## src/rtl/bus_arb8_rr_pkg.sv

```systemverilog
// Shared constants, FSM state type and the one-hot helper used by the
// 8-way round-robin write-back bus arbiter.
package arb_pkg;

  localparam int NREQ  = 8;
  localparam int SEL_W = 3;

  typedef enum logic [0:0] {
    IDLE = 1'b0,
    OWN  = 1'b1
  } state_t;

  function automatic logic [NREQ-1:0] onehot(input logic [SEL_W-1:0] idx);
    onehot      = '0;
    onehot[idx] = 1'b1;
  endfunction

endpackage

```

## src/rtl/bus_arb8_rr_pick8.sv

```systemverilog
// Rotating priority encoder: first set bit of mask at or above ptr,
// wrapping from bit 7 back to bit 0.
module rr_pick8
  import arb_pkg::*;
(
  input  logic [NREQ-1:0]  mask,
  input  logic [SEL_W-1:0] ptr,
  output logic [SEL_W-1:0] idx,
  output logic             any
);

  logic [2*NREQ-1:0] dbl;
  logic [NREQ-1:0]   rot;
  logic [SEL_W-1:0]  pos;
  logic              found;

  always_comb begin
    dbl   = {mask, mask} >> ptr;
    rot   = dbl[NREQ-1:0];
    any   = |mask;
    pos   = '0;
    found = 1'b0;
    for (int i = 0; i < NREQ; i++) begin
      if (!found && rot[i]) begin
        pos   = i[SEL_W-1:0];
        found = 1'b1;
      end
    end
    // Offset back into absolute index space; 3-bit add wraps naturally.
    idx = ptr + pos;
  end

endmodule

```

## src/rtl/bus_arb8_rr.sv

```systemverilog
// Round-robin arbiter for the 16-bit 8:1 write-back mux with tenure-based
// preemption. Optional LOCK input (suppresses preemption) under ARB_LOCK_EN.
module bus_arb8_rr
  import arb_pkg::*;
#(
  parameter int MAX_HOLD = 8,
  parameter int CNT_W    = 8
) (
  input  logic             CLK,
  input  logic             RST_N,
`ifdef ARB_LOCK_EN
  input  logic             LOCK,
`endif
  input  logic [NREQ-1:0]  REQ,
  output logic [NREQ-1:0]  GNT,
  output logic [SEL_W-1:0] SEL,
  output logic             VALID,
  output logic             PREEMPT
);

  localparam logic [CNT_W-1:0] HOLD_LAST = CNT_W'(MAX_HOLD - 1);

  // Handshake: REQ[i] is a level request held until GNT[i] is seen; the
  // grant is registered, one-hot, and valid exactly while VALID is high.

  state_t           state_q, state_d;
  logic [NREQ-1:0]  gnt_q, gnt_d;
  logic [SEL_W-1:0] sel_q, sel_d;
  logic [CNT_W-1:0] cnt_q, cnt_d;
  logic [SEL_W-1:0] ptr_q, ptr_d;
  logic             valid_q;
  logic             pre_q, pre_d;

  logic [NREQ-1:0]  cand;
  logic [SEL_W-1:0] pick_idx;
  logic             pick_any;
  logic             owner_req;
  logic             lock_w;
  logic             take;

`ifdef ARB_LOCK_EN
  assign lock_w = LOCK;
`else
  assign lock_w = 1'b0;
`endif

  assign owner_req = REQ[sel_q];
  // While owning, the current owner is excluded from the candidates.
  assign cand = (state_q == OWN) ? (REQ & ~gnt_q) : REQ;

  rr_pick8 u_pick (
    .mask (cand),
    .ptr  (ptr_q),
    .idx  (pick_idx),
    .any  (pick_any)
  );

  always_comb begin
    state_d = state_q;
    gnt_d   = gnt_q;
    sel_d   = sel_q;
    cnt_d   = cnt_q;
    ptr_d   = ptr_q;
    pre_d   = 1'b0;
    take    = 1'b0;

    case (state_q)
      IDLE: begin
        if (pick_any) take = 1'b1;
      end
      OWN: begin
        if (!owner_req) begin
          if (pick_any) begin
            take = 1'b1;
          end else begin
            state_d = IDLE;
            gnt_d   = '0;
          end
        end else if (!lock_w && cnt_q == HOLD_LAST && pick_any) begin
          take  = 1'b1;
          pre_d = 1'b1;
        end else if (!lock_w && cnt_q < HOLD_LAST) begin
          cnt_d = cnt_q + CNT_W'(1);
        end
      end
      default: begin
        state_d = IDLE;
        gnt_d   = '0;
      end
    endcase

    if (take) begin
      state_d = OWN;
      gnt_d   = onehot(pick_idx);
      sel_d   = pick_idx;
      cnt_d   = '0;
      ptr_d   = pick_idx + SEL_W'(1);
    end
  end

  always_ff @(posedge CLK or negedge RST_N) begin
    if (!RST_N) begin
      state_q <= IDLE;
      gnt_q   <= '0;
      sel_q   <= '0;
      cnt_q   <= '0;
      ptr_q   <= '0;
      valid_q <= 1'b0;
      pre_q   <= 1'b0;
    end else begin
      state_q <= state_d;
      gnt_q   <= gnt_d;
      sel_q   <= sel_d;
      cnt_q   <= cnt_d;
      ptr_q   <= ptr_d;
      valid_q <= (state_d == OWN);
      pre_q   <= pre_d;
    end
  end

  assign GNT     = gnt_q;
  assign SEL     = sel_q;
  assign VALID   = valid_q;
  assign PREEMPT = pre_q;

endmodule

```

## config.mk

```make
export PLATFORM = sky130hd
export DESIGN_NAME = bus_arb8_rr
export DESIGN_NICKNAME = d
export VERILOG_FILES = /design/src/rtl/bus_arb8_rr_pkg.sv /design/src/rtl/bus_arb8_rr_pick8.sv /design/src/rtl/bus_arb8_rr.sv
export SDC_FILE = /design/constraint.sdc
export NUM_CORES = 1
export LEC_CHECK = 0
export ABC_AREA = 1
export CORE_ASPECT_RATIO = 0.5
export CORE_UTILIZATION = 45
export CTS_BUF_LIST = sky130_fd_sc_hd__clkbuf_4 sky130_fd_sc_hd__clkbuf_8
export CTS_CLUSTER_SIZE = 8
export DETAILED_ROUTE_END_ITERATION = 8
export GPL_ROUTABILITY_DRIVEN = 0
export PLACE_DENSITY = 0.67
export SYNTH_ARGS = -nofsm -noshare
export SYNTH_HDL_FRONTEND = slang
export SYNTH_HIERARCHICAL = 1
export SYNTH_SLANG_ARGS = --single-unit
```

## constraint.sdc

```tcl
create_clock -name CLK -period 4.3 [get_ports CLK]
set_clock_uncertainty 0.15 [all_clocks]
set_input_delay 0.86 -clock CLK [delete_from_list [all_inputs] [get_ports CLK]]
set_output_delay 0.86 -clock CLK [all_outputs]
set_load 0.005 [all_outputs]
```

# Word level (Yosys, flattened, before mapping)
# Index checks and enable logic that the tools add are counted.
[op_classes]
add_sub_neg = 3
order_cmp = 4
n_eq_ne = 4
shift = 1
muxes = 37
bitwise = 3
reduce_logical = 22
[op_table]
columns = ["op", "count"]
rows = [
  ["two-way mux 8 bit", 10],
  ["two-way mux 1 bit", 18],
  [">> shifter 16 x 3 -> 8 bit", 1],
  ["two-way mux 3 bit", 4],
  ["logical AND 1 bit", 9],
  ["adder 8 x 1 -> 8 bit, second input constant", 1],
  ["bitwise AND 8 bit", 1],
  ["equality test 8 x 3 -> 1 bit, second input constant", 1],
  ["< comparator 3 x 4 -> 1 bit, second input constant", 2],
  ["< comparator 8 x 3 -> 1 bit, second input constant", 1],
  ["NOT 8 bit", 1],
  ["OR reduction 8 bit", 1],
  ["logical NOT 1 bit", 7],
  ["nonzero test 2 bit", 3],
  ["two-way mux 2 bit", 2],
  ["!= test 2 x 1 -> 1 bit, second input constant", 2],
  ["AND reduction 4 bit", 1],
  ["adder 3 x 1 -> 3 bit, second input constant", 1],
  ["adder 3 bit", 1],
  ["binary-select mux 1 bit (select 3 bit)", 1],
  ["demux 1 bit (select 3 bit)", 1],
  ["greater-or-equal comparator 3 x 1 -> 1 bit, second input constant", 1],
  ["AND reduction 3 bit", 1],
  ["!= test 2 bit, second input constant", 1],
  ["2 further kinds", 2],
]
[word_totals]
reg_bits = 24
in_bits = 10
out_inout_bits = 13

# Logic depth before layout (Yosys ltp)
# Gate-level depths: netlist (run 1).
[depth]
depth_word = 32
ltp_mapped = 22

# Hierarchy
# The synthesis (run 1) kept the hierarchy.
[modules_own_cells]
columns = ["module", "n_inst", "cells_each", "area_per_inst_um2", "seq_area_each_um2"]
rows = [
  ["bus_arb8_rr", 1, 153, 1253.7, 600.6],
  ["rr_pick8", 1, 100, 645.6, 0.0],
]

# Least setup slack after synthesis (run 1)
# No wires, ideal clock.
[synth_path]
path_type = "input port to flip-flop"
start = "input REQ[1]"
end = "register gnt_q[0] (netlist: GNT[0])"
setup_ns = 0.065
arrival_time_ns = 3.306
t_required_ns = 4.085
path_slack_ns = 0.779
stages = 21
n_path_buf = 0
cell_sequence = "a21boi_0 -> nand2_1 -> nand3_2 -> nand2_1 -> nand2_1 -> nand2_2 -> nand2_4 -> nor2_8 -> nand4_4 -> nand3_1 -> ha_1 -> fa_1 -> xor2_1 -> inv_1 -> nand3_1 -> nand2_1 -> inv_1 -> or2_2 -> nor2_1 -> nand2_1 -> nand2_1"
[synth_between]
elab_chain_len = 31
elab_cells_between_ends = 50
[synth_rtl]
columns = ["item", "line", "source"]
rows = [
  ["from (decl)", "bus_arb8_rr.sv:14", "input logic [NREQ-1:0] REQ,"],
  ["bitwise AND 8 bit", "bus_arb8_rr.sv:49", "assign cand = (state_q == OWN) ? (REQ & ~gnt_q) : REQ;"],
  ["two-way mux 8 bit (*)", "bus_arb8_rr.sv:49", ""],
  [">> shifter 16 x 3 -> 8 bit (*)", "bus_arb8_rr_pick8.sv:18", "dbl = {mask, mask} >> ptr;"],
  ["two-way mux 1 bit", "bus_arb8_rr_pick8.sv:24", "if (!found && rot[i]) begin"],
  ["logical NOT 1 bit", "bus_arb8_rr_pick8.sv:24", ""],
  ["logical AND 1 bit", "bus_arb8_rr_pick8.sv:24", ""],
  ["two-way mux 1 bit", "bus_arb8_rr_pick8.sv:24", ""],
  ["logical NOT 1 bit", "bus_arb8_rr_pick8.sv:24", ""],
  ["[16 not listed]", "--", ""],
  ["two-way mux 3 bit (*)", "bus_arb8_rr_pick8.sv:24", ""],
  ["adder 3 bit (*)", "bus_arb8_rr_pick8.sv:30", "idx = ptr + pos;"],
  ["named net pick_idx[2]", "bus_arb8_rr.sv:35", "logic [SEL_W-1:0] pick_idx;"],
  ["< comparator 3 x 4 -> 1 bit (not written as such) or greater-or-equal comparator 3 x 1 -> 1 bit (tied branches)", "bus_arb8_rr_pkg.sv:15", "onehot[idx] = 1'b1;"],
  ["logical AND 1 bit (not written as such)", "bus_arb8_rr_pkg.sv:15", ""],
  ["two-way mux 1 bit (not written as such)", "bus_arb8_rr_pkg.sv:15", ""],
  ["demux 1 bit (select 3 bit) (*)", "bus_arb8_rr_pkg.sv:15", ""],
  ["two-way mux 8 bit (*)", "bus_arb8_rr.sv:92", "if (take) begin"],
  ["to (signal assigned)", "bus_arb8_rr.sv:112", "gnt_q <= gnt_d;"],
  ["to (decl)", "bus_arb8_rr.sv:27", "logic [NREQ-1:0] gnt_q, gnt_d;"],
]
# Mark *: on every way through the listed nets, which the timed path passes. The rest lies on a longest branch. The select of a mux whose other input is x is not followed.
# A chain may end at the register's enable or synchronous reset.

# Worst setup path after layout (run 1)
[layout_path]
start = "input REQ[3]"
end = "register gnt_q[0] (netlist: GNT[0])"
[layout_between]
elab_chain_len = 31
elab_cells_between_ends = 50
[layout_rtl]
columns = ["item", "line", "source"]
rows = [
  ["bitwise AND 8 bit", "bus_arb8_rr.sv:49", ""],
  ["two-way mux 8 bit (*)", "bus_arb8_rr.sv:49", ""],
  ["named net cand[3]", "bus_arb8_rr.sv:34", "logic [NREQ-1:0] cand;"],
  [">> shifter 16 x 3 -> 8 bit (*)", "bus_arb8_rr_pick8.sv:18", ""],
  ["two-way mux 1 bit", "bus_arb8_rr_pick8.sv:24", ""],
  ["logical NOT 1 bit", "bus_arb8_rr_pick8.sv:24", ""],
  ["logical AND 1 bit", "bus_arb8_rr_pick8.sv:24", ""],
  ["two-way mux 1 bit", "bus_arb8_rr_pick8.sv:24", ""],
  ["[17 not listed]", "--", ""],
  ["two-way mux 3 bit (*)", "bus_arb8_rr_pick8.sv:24", ""],
  ["adder 3 bit (*)", "bus_arb8_rr_pick8.sv:30", ""],
  ["named net pick_idx[2]", "bus_arb8_rr.sv:35", ""],
  ["< comparator 3 x 4 -> 1 bit (not written as such) or greater-or-equal comparator 3 x 1 -> 1 bit (tied branches)", "bus_arb8_rr_pkg.sv:15", ""],
  ["logical AND 1 bit (not written as such)", "bus_arb8_rr_pkg.sv:15", ""],
  ["two-way mux 1 bit (not written as such)", "bus_arb8_rr_pkg.sv:15", ""],
  ["demux 1 bit (select 3 bit) (*)", "bus_arb8_rr_pkg.sv:15", ""],
  ["two-way mux 8 bit (*)", "bus_arb8_rr.sv:92", ""],
]
# Marks and branches as above.

==> impl_metrics.json, run 1 <==
{
  "status": "finished clean",
  "reg2reg_slack_ps": 860,
  "synthXorXnorAreaFrac_pct": 1.84,
  "crit_fanout": 4,
  "cts_buffer_depth": 2,
  "rsz0062_at_grt": "no",
  "drive_above_1_share_pct": 19.4,
  "hold_viol_final": 0,
  "die_x_um": 93.9,
  "synth_fp_nets": 267,
  "fillers": 378,
  "syn_area_um2": 1900,
  "area_growth_pct": 16.5,
  "cts_resized": 0,
  "start_util_pct": 47.9,
  "muxShareOfSynthArea_pct": 0,
  "maxSlewHeadroom_pct": 28.3,
  "rr_startpoint": "VALID$_DFF_PN0_",
  "place_inst": 329,
  "hpwlAfterDp_um": 3280,
  "met2_usage_pct": 35.2,
  "htree_num_levels": 1,
  "leakage_nw": 1.13,
  "critPathRequiredTime_ps": 4360,
  "irDropWorstVdd_uv": 308,
  "die_area_um2": 4500,
  "drtIter0Drc": 78,
  "cts_hold_buf": 0,
  "synth_top_family_by_area": "simple AND/OR/NAND/NOR gates",
  "routed_wl_um": 4060,
  "synthAdderAreaFrac_pct": 3.03,
  "drv_cap": 0,
  "max_stage_delay_ps": 490,
  "synth_cell_types": 32,
  "route.detailed.drc": 0,
  "power_mw": 1.89,
  "crit_chain": "clkdlybuf4s50_1 -> a21boi_0 -> nand2_1 -> nand3_1 -> nand2_1 -> nand2_1 -> nand2_2 -> nand2_4 -> nor2_8 -> nand3_1 -> nand3_1 -> ha_1 -> fa_1 -> xor2_1 -> inv_1 -> nand3_1 -> nand2_1 -> inv_1 -> or2_2 -> nor2_1 -> nand2_1 -> nand2_1",
  "min_path_cells": 2,
  "yosysSeqAreaShare_pct": 31.6,
  "ant_nets": 0,
  "cpMostUsedCell": "nand2_1",
  "worstHoldPathType": "reg2reg",
  "syn_inst": 253,
  "grt_pass1_wl_um": 6900,
  "final_nets": 294,
  "layout_commonest_cell": "nand2_1",
  "cp-start-kind": "primary input",
  "hold_start": "cnt_q[6]$_DFFE_PN0P_",
  "ff2ff_path_depth": 21,
  "rows": 16,
  "numCtsBuffers": 3,
  "fin_crit_sh_pct": 92.2,
  "cts_root_buf": "clkbuf_8",
  "grt_pass1_vias": 1508,
  "worstReg2RegEnd": "GNT[0]$_DFFE_PN0P_",
  "regArea_um2": 601,
  "die_y_um": 47.9,
  "slew_violations": 0,
  "use_met3_pct": 2.86,
  "period_minus_slack_ps": 3960,
  "core_area_um2": 3960,
  "synthSimpleGateAreaFrac_pct": 47.7,
  "grt.overflow.total": 0,
  "clock-sinks": 24,
  "crit_start": "REQ[3]",
  "multi_input_area_um2": 1130,
  "clk_pin_slew_worst_paths_ps": 80,
  "met1_usage_pct": 27.4,
  "power_density_nw_per_um2": 852,
  "min_to": "cnt_q[6]$_DFFE_PN0P_",
  "grt_max_degree": 25,
  "vias": 1683,
  "layout_common_cells": "nand2_1 (84), nand3_1 (32), dfrtp_1 (24)",
  "antenna_found_initial": 0,
  "worstMarginPinSlew_ps": 1070,
  "crit_slowest_cell": "clkdlybuf4s50_1",
  "io_buffers": 22,
  "grtUsageTotal_pct": 19.9,
  "endpoint_kind": "flip-flop",
  "n_antenna_cell": 0,
  "grt.busiest_layer": "met2",
  "cts_tree": "yes",
  "syn_area_per_cell_um2": 7.51,
  "crit_type": "in2reg",
  "drt-pass1-iter-count": 4,
  "post-cts-setup-buffers": 0,
  "synth_seq_cells": 24,
  "synth_warnings": 6,
  "vias_per_cell": 5.05,
  "wl_per_cell_um": 12.2,
  "ioPinCount": 23,
  "worstSkewPairLatency_ps": 260,
  "synth-compound-area-share_pct": 7.05,
  "setup_viol": 0,
  "crit_arrival_ps": 4020,
  "fmax_mhz": 252,
  "fin_cells": 333
}
## per-stage QoR
| stage | util [%] | hold slack [ps] | area (um^2) | TNS, ps | setup WS, ps |
|---|---|---|---|---|---|
| after floorplan | - | 310 | 1900 | 0 | 779 |
| after global placement | 54.5 | 328 | 2160 | 0 | 27.9 |
| after detailed placement | 54.5 | 334 | 2160 | -20.6 | -12.5 |
| after CTS | 55.8 | 353 | 2210 | 0 | 271 |
| after global routing | 55.8 | 372 | 2210 | 0 | 16.1 |
| final | 55.8 | 350 | 2210 | 0 | 336 |
## cell families (layout without fill, tap and decap cells)
family          Yosys count  after routing
fa+ha+maj                 4              4
xor+xnor                  4              4
simple gates            174            174
flops                    24             24
compound gates           19             19
buf+inv                  28             54
## how the worst max path moves through the flow
stage / end / slack, ps / cells past startpoint
after detailed placement: GNT[1]$_DFFE_PN0P_ / -10 / 22
after CTS: GNT[0]$_DFFE_PN0P_ / 270 / 22
after global placement: GNT[0]$_DFFE_PN0P_ / 30 / 22
after global routing: GNT[0]$_DFFE_PN0P_ / 20 / 22
after floorplan: GNT[0]$_DFFE_PN0P_ / 780 / 21
final: GNT[0]$_DFFE_PN0P_ / 340 / 22
## where the power goes
group	internal, mW	switching [mW]	total [mW]
Combinational	0.501	0.843	1.34
Clock	0.0817	0.0680	0.150
Sequential	0.291	0.101	0.391
Total	0.874	1.01	1.89
## state kept, by name (all words and copies together) (netlist names)
name,flops
ptr_q,3
SEL,3
GNT,8
cnt_q,8
VALID,1
PREEMPT,1
## layer usage
layer | vias up | routed length [um]
met5 | - | 0
met4 | 0 | 15
met3 | 2 | 81
met2 | 20 | 1950
met1 | 786 | 2010
li1 | 875 | -
## worst max-delay path, delay by kind of cell
family,cells,cell delay [ps]
AND/OR/NAND/NOR,15,1440
XOR/XNOR,1,160
AO/OA/AOI/OAI,1,380
buffers and inverters,3,600
adder cells (fa/ha/maj),2,570
## Yosys cell counts
master | number | area (um^2)
nor3b_1 | 1 | 7.51
nand2_2 | 15 | 93.8
nand3_2 | 11 | 110
xnor2_1 | 2 | 17.5
inv_4 | 2 | 12.5
nand3b_1 | 1 | 7.51
o21ai_0 | 1 | 5.00
a21oi_4 | 1 | 16.3
a21oi_1 | 5 | 25.0
fa_1 | 1 | 20.0
nand4_1 | 1 | 6.26
dfrtp_1 | 24 | 601
inv_2 | 3 | 11.3
nor2_1 | 16 | 60.1
nand3_1 | 32 | 160
or2_2 | 1 | 6.26
nor2_8 | 1 | 20.0
nor4_1 | 3 | 18.8
inv_6 | 1 | 8.76
inv_1 | 16 | 60.1
nand4_4 | 1 | 21.3
buf_12 | 1 | 20.0
nand2_4 | 7 | 78.8
buf_2 | 1 | 5.00
a21boi_0 | 8 | 60.1
buf_8 | 1 | 15.0
nand2_1 | 84 | 315
o21ai_1 | 3 | 15.0
xor2_1 | 2 | 17.5
buf_6 | 3 | 33.8
ha_1 | 3 | 37.5
o31ai_2 | 1 | 12.5
## area by class of cell
cell class,instances,share of cell area (%)
tap,54,3.05
clock buffer,4,2.49
sequential,24,27.1
inverter,22,4.18
timing repair buffer,28,12.0
multi-input combinational,201,51.2
(Power assumes the default switching activity.)
==> run 2: changes to the inputs <==
- CTS_CLUSTER_SIZE: 8 -> 20
- MAX_ROUTING_LAYER: not set -> met4
- clock period: 4.3 -> 4.57 ns (I/O delays scaled with it)
==> impl_metrics.json, run 2 (synthesis results as in run 1) <==
{
  "status": "finished clean",
  "fin_crit_sh_pct": 89.6,
  "power_density_nw_per_um2": 786,
  "cts_resized": 0,
  "setup_viol": 0,
  "cts_hold_buf": 0,
  "vias_per_cell": 5.05,
  "ioPinCount": 23,
  "switchingPower_uw": 941,
  "vias": 1675,
  "drv_cap": 0,
  "drt-pass1-iter-count": 5,
  "path_buf_inv": 3,
  "crit_slowest_cell": "clkdlybuf4s50_1",
  "route.detailed.drc": 0,
  "grt_pass1_wl_um": 6270,
  "place_inst": 329,
  "final_nets": 294,
  "grt.busiest_layer": "met2",
  "pwr-share-clk_pct": 6.9,
  "routed_wl_um": 3980,
  "die_area_um2": 4500,
  "leakage_nw": 1.12,
  "clock-sinks": 24,
  "slew_violations": 0,
  "period_minus_slack_ps": 4100,
  "crit_fanout": 6,
  "rsz0062_at_grt": "no",
  "worstSkewPairLatency_ps": 260,
  "io_buffers": 22,
  "fin_cells": 332,
  "start_util_pct": 47.9,
  "met2_usage_pct": 32.1,
  "post-cts-setup-buffers": 0,
  "hpwlAfterDp_um": 3200,
  "use_met3_pct": 2.86,
  "power_mw": 1.73,
  "layout_common_cells": "nand2_1 (84), nand3_1 (32), dfrtp_1 (24)",
  "setup_tns_ps": 0,
  "power_frac_seq_pct": 21.2,
  "irDropWorstVdd_uv": 299,
  "critPathRequiredTime_ps": 4620,
  "antenna_found_initial": 0,
  "drive_above_1_share_pct": 19.1,
  "cp-start-kind": "primary input",
  "numCtsBuffers": 3,
  "cpLargestDelayFamily": "simple AND/OR/NAND/NOR gates",
  "switching_share_pct": 54.4,
  "crit_chain": "clkdlybuf4s50_1 -> a21boi_0 -> nand2_1 -> nand3_1 -> nand2_1 -> nand2_1 -> nand2_2 -> nand2_4 -> nor2_8 -> nand4_4 -> nand3_1 -> ha_1 -> fa_1 -> xor2_1 -> inv_1 -> nand3_1 -> nand2_1 -> inv_1 -> or2_2 -> nor2_1 -> nand2_1 -> nand2_1",
  "htree_num_levels": 1,
  "grt.overflow.total": 0,
  "met1_usage_pct": 25.2,
  "ant_nets": 0,
  "layout_commonest_cell": "nand2_1",
  "rows": 16,
  "core_area_um2": 3960,
  "comb_power_share_pct": 71.9,
  "grt_pass1_vias": 1353,
  "crit_arrival_ps": 4150,
  "endpoint_kind": "flip-flop",
  "hold_viol_final": 0,
  "final_area_um2": 2200,
  "maxSlewHeadroom_pct": 28.5,
  "fin_ws_ps": 475,
  "n_antenna_cell": 0,
  "p_int_uw": 788,
  "fin_util_pct": 55.5,
  "fmax_mhz": 244,
  "grtUsageTotal_pct": 19.3,
  "placed_cell_area_um2": 2160,
  "die_y_um": 47.9,
  "grt_max_degree": 25,
  "max_stage_delay_ps": 480,
  "drtIter0Drc": 76,
  "crit_type": "in2reg",
  "clk_pin_slew_worst_paths_ps": 80,
  "cts_buffer_depth": 2,
  "worstHoldPathType": "reg2reg",
  "worstMarginPinSlew_ps": 1070,
  "cts_root_buf": "clkbuf_8",
  "area_growth_pct": 15.8,
  "cpMostUsedCell": "nand2_1",
  "cts_tree": "yes",
  "wl_per_cell_um": 12.0,
  "die_x_um": 93.9,
  "dp_slack_ps": 188,
  "whs_ps": 349
}
-- run 2: cell count changes in the layout (fill, tap and decap cells not counted), sizes merged --
cell and delta:
clkbuf -1
-- run 2: final cells by class --
| class | instances | area [um^2] |
|---|---|---|
| Sequential cell | 24 | 601 |
| Tap cell | 54 | 67.6 |
| Multi-Input combinational cell | 201 | 1130 |
| Timing Repair Buffer | 28 | 265 |
| Inverter | 22 | 92.6 |
| Fill cell | 368 | 1760 |
| Clock buffer | 3 | 41.3 |
-- run 2: final timing paths --
path	cells past startpoint	from	slack, ps	end
worst max register to register	21	VALID$_DFF_PN0_	1100	GNT[1]$_DFFE_PN0P_
max in group asynchronous	1	RST_N	2540	cnt_q[1]$_DFFE_PN0P_
worst min-delay path	2	cnt_q[6]$_DFFE_PN0P_	350	cnt_q[6]$_DFFE_PN0P_
worst min register to register	2	cnt_q[6]$_DFFE_PN0P_	350	cnt_q[6]$_DFFE_PN0P_
worst max-delay path	22	REQ[3]	470	GNT[1]$_DFFE_PN0P_
min in group asynchronous	1	RST_N	1080	ptr_q[1]$_DFFE_PN0P_
-- run 2: power by group through the flow --
stage	sequential [mW]	combinational (mW)	clock (mW)
final	0.367	1.24	0.120
after global routing	0.377	1.39	0.133
after CTS	0.367	1.24	0.124
after detailed placement	0.371	1.24	0
after global placement	0.371	1.22	0
after floorplan	0.324	1.08	0
-- run 2: per-layer routing --
metal | wire length (um) | part of all wire (%)
met1 | 1950 | 49
met5 | 0 | 0
met4 | 24 | 0.60
met2 | 1940 | 49
met3 | 67 | 1.7
-- run 2: worst reg2reg max path, cell delays in order (launching register included) --
cell and delay [ps]:
dfrtp_1 500, a21boi_0 390, nand2_1 150, nand3_1 120, nand2_1 80, nand2_1 80
nand2_2 70, nand2_4 100, nor2_8 50, nand4_4 70, nand3_1 80, ha_1 200
fa_1 370, xor2_1 160, inv_1 70, nand3_1 70, nand2_1 80, inv_1 100
or2_2 320, nor2_1 90, nand2_1 60, nand2_1 60
==> run 3: changes to the inputs <==
- SYNTH_HIERARCHICAL: 1 -> not set
==> impl_metrics.json, run 3 <==
{
  "status": "finished clean",
  "cp-start-kind": "primary input",
  "endpoint_kind": "flip-flop",
  "synthSimpleGateAreaFrac_pct": 42.5,
  "period_minus_slack_ps": 3890,
  "synth_seq_cells": 24,
  "core_area_um2": 3550,
  "grt_max_degree": 25,
  "crit_arrival_ps": 3910,
  "synth_top_family_by_area": "simple AND/OR/NAND/NOR gates",
  "dp_slack_ps": 451,
  "routed_wl_um": 4130,
  "clock-sinks": 24,
  "wl_met3_um": 164,
  "switchingPower_uw": 869,
  "area_growth_pct": 16.4,
  "leakage_nw": 0.996,
  "htree_num_levels": 1,
  "synth-edff-count": 0,
  "cts_tree": "yes",
  "n_antenna_cell": 0,
  "drv_cap": 0,
  "synthTopCellsByArea": "dfrtp_1 (35%), nand2_1 (15%), nand3_1 (13%), inv_1 (6.1%), nand2_2 (5.5%)",
  "drive_above_1_share_pct": 11.2,
  "io_buffers": 22,
  "cts_hold_buf": 0,
  "wl_per_cell_um": 13.3,
  "antenna_found_initial": 0,
  "drtIter0Drc": 96,
  "min_path_cells": 2,
  "irDropWorstVdd_uv": 397,
  "worstSkewPairLatency_ps": 270,
  "clk_pin_slew_worst_paths_ps": 80,
  "hold_start": "cnt_q[6]$_DFFE_PN0P_",
  "reg2reg_slack_ps": 1050,
  "setup_tns_ps": 0,
  "ioPinCount": 23,
  "worstMarginPinSlew_ps": 1040,
  "cts_buffer_depth": 2,
  "synth_warnings": 0,
  "die_y_um": 45.7,
  "syn_area_um2": 1720,
  "vias": 1630,
  "layout_common_cells": "nand2_1 (67), nand3_1 (45), inv_1 (28)",
  "routed-wl-met2_um": 1880,
  "hold_viol_final": 0,
  "slew_violations": 0,
  "rr_startpoint": "VALID$_DFF_PN0_",
  "fmax_mhz": 257,
  "critPathRequiredTime_ps": 4590,
  "yosys_most_used_dff": "dfrtp_1",
  "met1_length_um": 2060,
  "netlist_top_cells_count": "nand2_1 (67), nand3_1 (45), inv_1 (28)",
  "p_int_uw": 743,
  "power_frac_seq_pct": 22.1,
  "route.detailed.drc": 0,
  "grtUsageTotal_pct": 22.9,
  "yosysMostFrequentCell": "nand2_1",
  "top_layer_used": "met4",
  "worstReg2RegEnd": "ptr_q[2]$_DFFE_PN0P_",
  "async_flop_share_pct": 100,
  "cts_root_buf": "clkbuf_8",
  "syn_area_per_cell_um2": 7.23,
  "ff2ff_path_depth": 19,
  "cts_resized": 0,
  "grt.overflow.total": 0,
  "pwr-share-clk_pct": 8.9,
  "numCtsBuffers": 3,
  "hpwlAfterDp_um": 3300,
  "layout_commonest_cell": "nand2_1",
  "die_x_um": 89.4,
  "power_mw": 1.61,
  "yosysSeqAreaShare_pct": 34.9,
  "start_util_pct": 48.5,
  "comb_power_share_pct": 69.1,
  "setup_viol": 0,
  "worstHoldPathType": "reg2reg",
  "syn_inst": 238,
  "synthAdderAreaFrac_pct": 3.35,
  "fin_crit_sh_pct": 85.2,
  "maxSlewHeadroom_pct": 30.7,
  "switching_share_pct": 53.9,
  "die_area_um2": 4090,
  "placed_cell_area_um2": 1950,
  "yosys.area.top_type": "dfrtp_1",
  "final_area_um2": 2000,
  "synth_cell_types": 31,
  "ant_nets": 0,
  "rsz0062_at_grt": "no",
  "rows": 15,
  "grt_pass1_vias": 1483,
  "synth.top_cell.area_share_pct": 34.9,
  "post-cts-setup-buffers": 0,
  "fin_ws_ps": 678,
  "synth-compound-area-share_pct": 8.80,
  "power_density_nw_per_um2": 805,
  "vias_per_cell": 5.26,
  "synth_fp_nets": 252,
  "final_nets": 274,
  "min_to": "cnt_q[6]$_DFFE_PN0P_",
  "grt_pass1_wl_um": 6710,
  "crit_fanout": 6,
  "synthXorXnorAreaFrac_pct": 0.509,
  "crit_type": "in2reg",
  "drt-pass1-iter-count": 4,
  "muxShareOfSynthArea_pct": 0
}
-- run 3: cell count changes in the layout (fill, tap and decap cells not counted), moves of 3 or more --
| cell | change |
|---|---|
| nand3_2 | -9 |
| nor2_1 | -6 |
| buf_4 | -6 |
| inv_1 | +12 |
| nand2_4 | -6 |
| nand4_1 | +5 |
| a21boi_0 | -8 |
| nor4_1 | -3 |
| nand3_1 | +13 |
| nand2_1 | -17 |
-- run 3: metrics by stage --
stage,util (%),hold WS (ps),cells
6_report,56.5,345,310
3_5_place_dp,54.9,336,306
3_3_place_gp,54.9,328,306
2_1_floorplan,-,310,238
4_1_cts,56.5,354,310
5_1_grt,56.5,378,310
-- run 3: power groups by stage --
stage               Sequential [mW]  Clock, mW  Combinational [mW]
finish                        0.356      0.143                1.11
global route                  0.367      0.157                1.25
CTS                           0.355      0.150                1.11
detailed placement            0.360          0                1.10
global placement              0.358          0                1.07
floorplan                     0.322          0               0.901
-- run 3: cell type report --
type | instances | area (um^2)
Tap cell | 51 | 63.8
Clock buffer | 4 | 55.1
Sequential cell | 24 | 601
Timing Repair Buffer | 22 | 220
Fill cell | 329 | 1540
Inverter | 30 | 114
Multi-Input combinational cell | 179 | 950
-- run 3: logic make-up after synthesis --
family | count (synthesis)
AND/OR/NAND/NOR | 151
AO/OA/AOI/OAI | 23
XOR/XNOR | 1
flip-flops | 24
adder cells (fa/ha/maj) | 4
buffers and inverters | 35
-- run 3: how the worst max path moves through the flow --
stage / startpoint / endpoint / slack (ps) / cells past startpoint
2_1_floorplan: REQ[1] / ptr_q[2]$_DFFE_PN0P_ / 1240 / 18
3_3_place_gp: REQ[6] / ptr_q[2]$_DFFE_PN0P_ / 510 / 19
3_5_place_dp: REQ[7] / ptr_q[2]$_DFFE_PN0P_ / 450 / 19
4_1_cts: REQ[3] / ptr_q[2]$_DFFE_PN0P_ / 720 / 19
5_1_grt: REQ[6] / ptr_q[2]$_DFFE_PN0P_ / 460 / 19
6_report: REQ[6] / ptr_q[2]$_DFFE_PN0P_ / 680 / 19
-- run 3: metal layers --
layer	track usage [%]	vias up
li1	-	829
met1	31.4	768
met2	36.5	31
met3	4.35	2
met4	3.49	0
met5	-	-
-- run 3: worst max-delay path, cell delays in order --
cell and delay [ps]:
clkdlybuf4s50_1 490, nand3_1 150, nand3_1 110, nand2_1 80, nand2_1 80, nand2_2 110, nand2_2 60, nor2_4 150
nand2_1 90, o221ai_1 200, ha_1 180, inv_1 50, fa_1 620, inv_1 130, ha_1 220, inv_1 70
o21ai_0 90, nand2_1 80, nand2_1 40
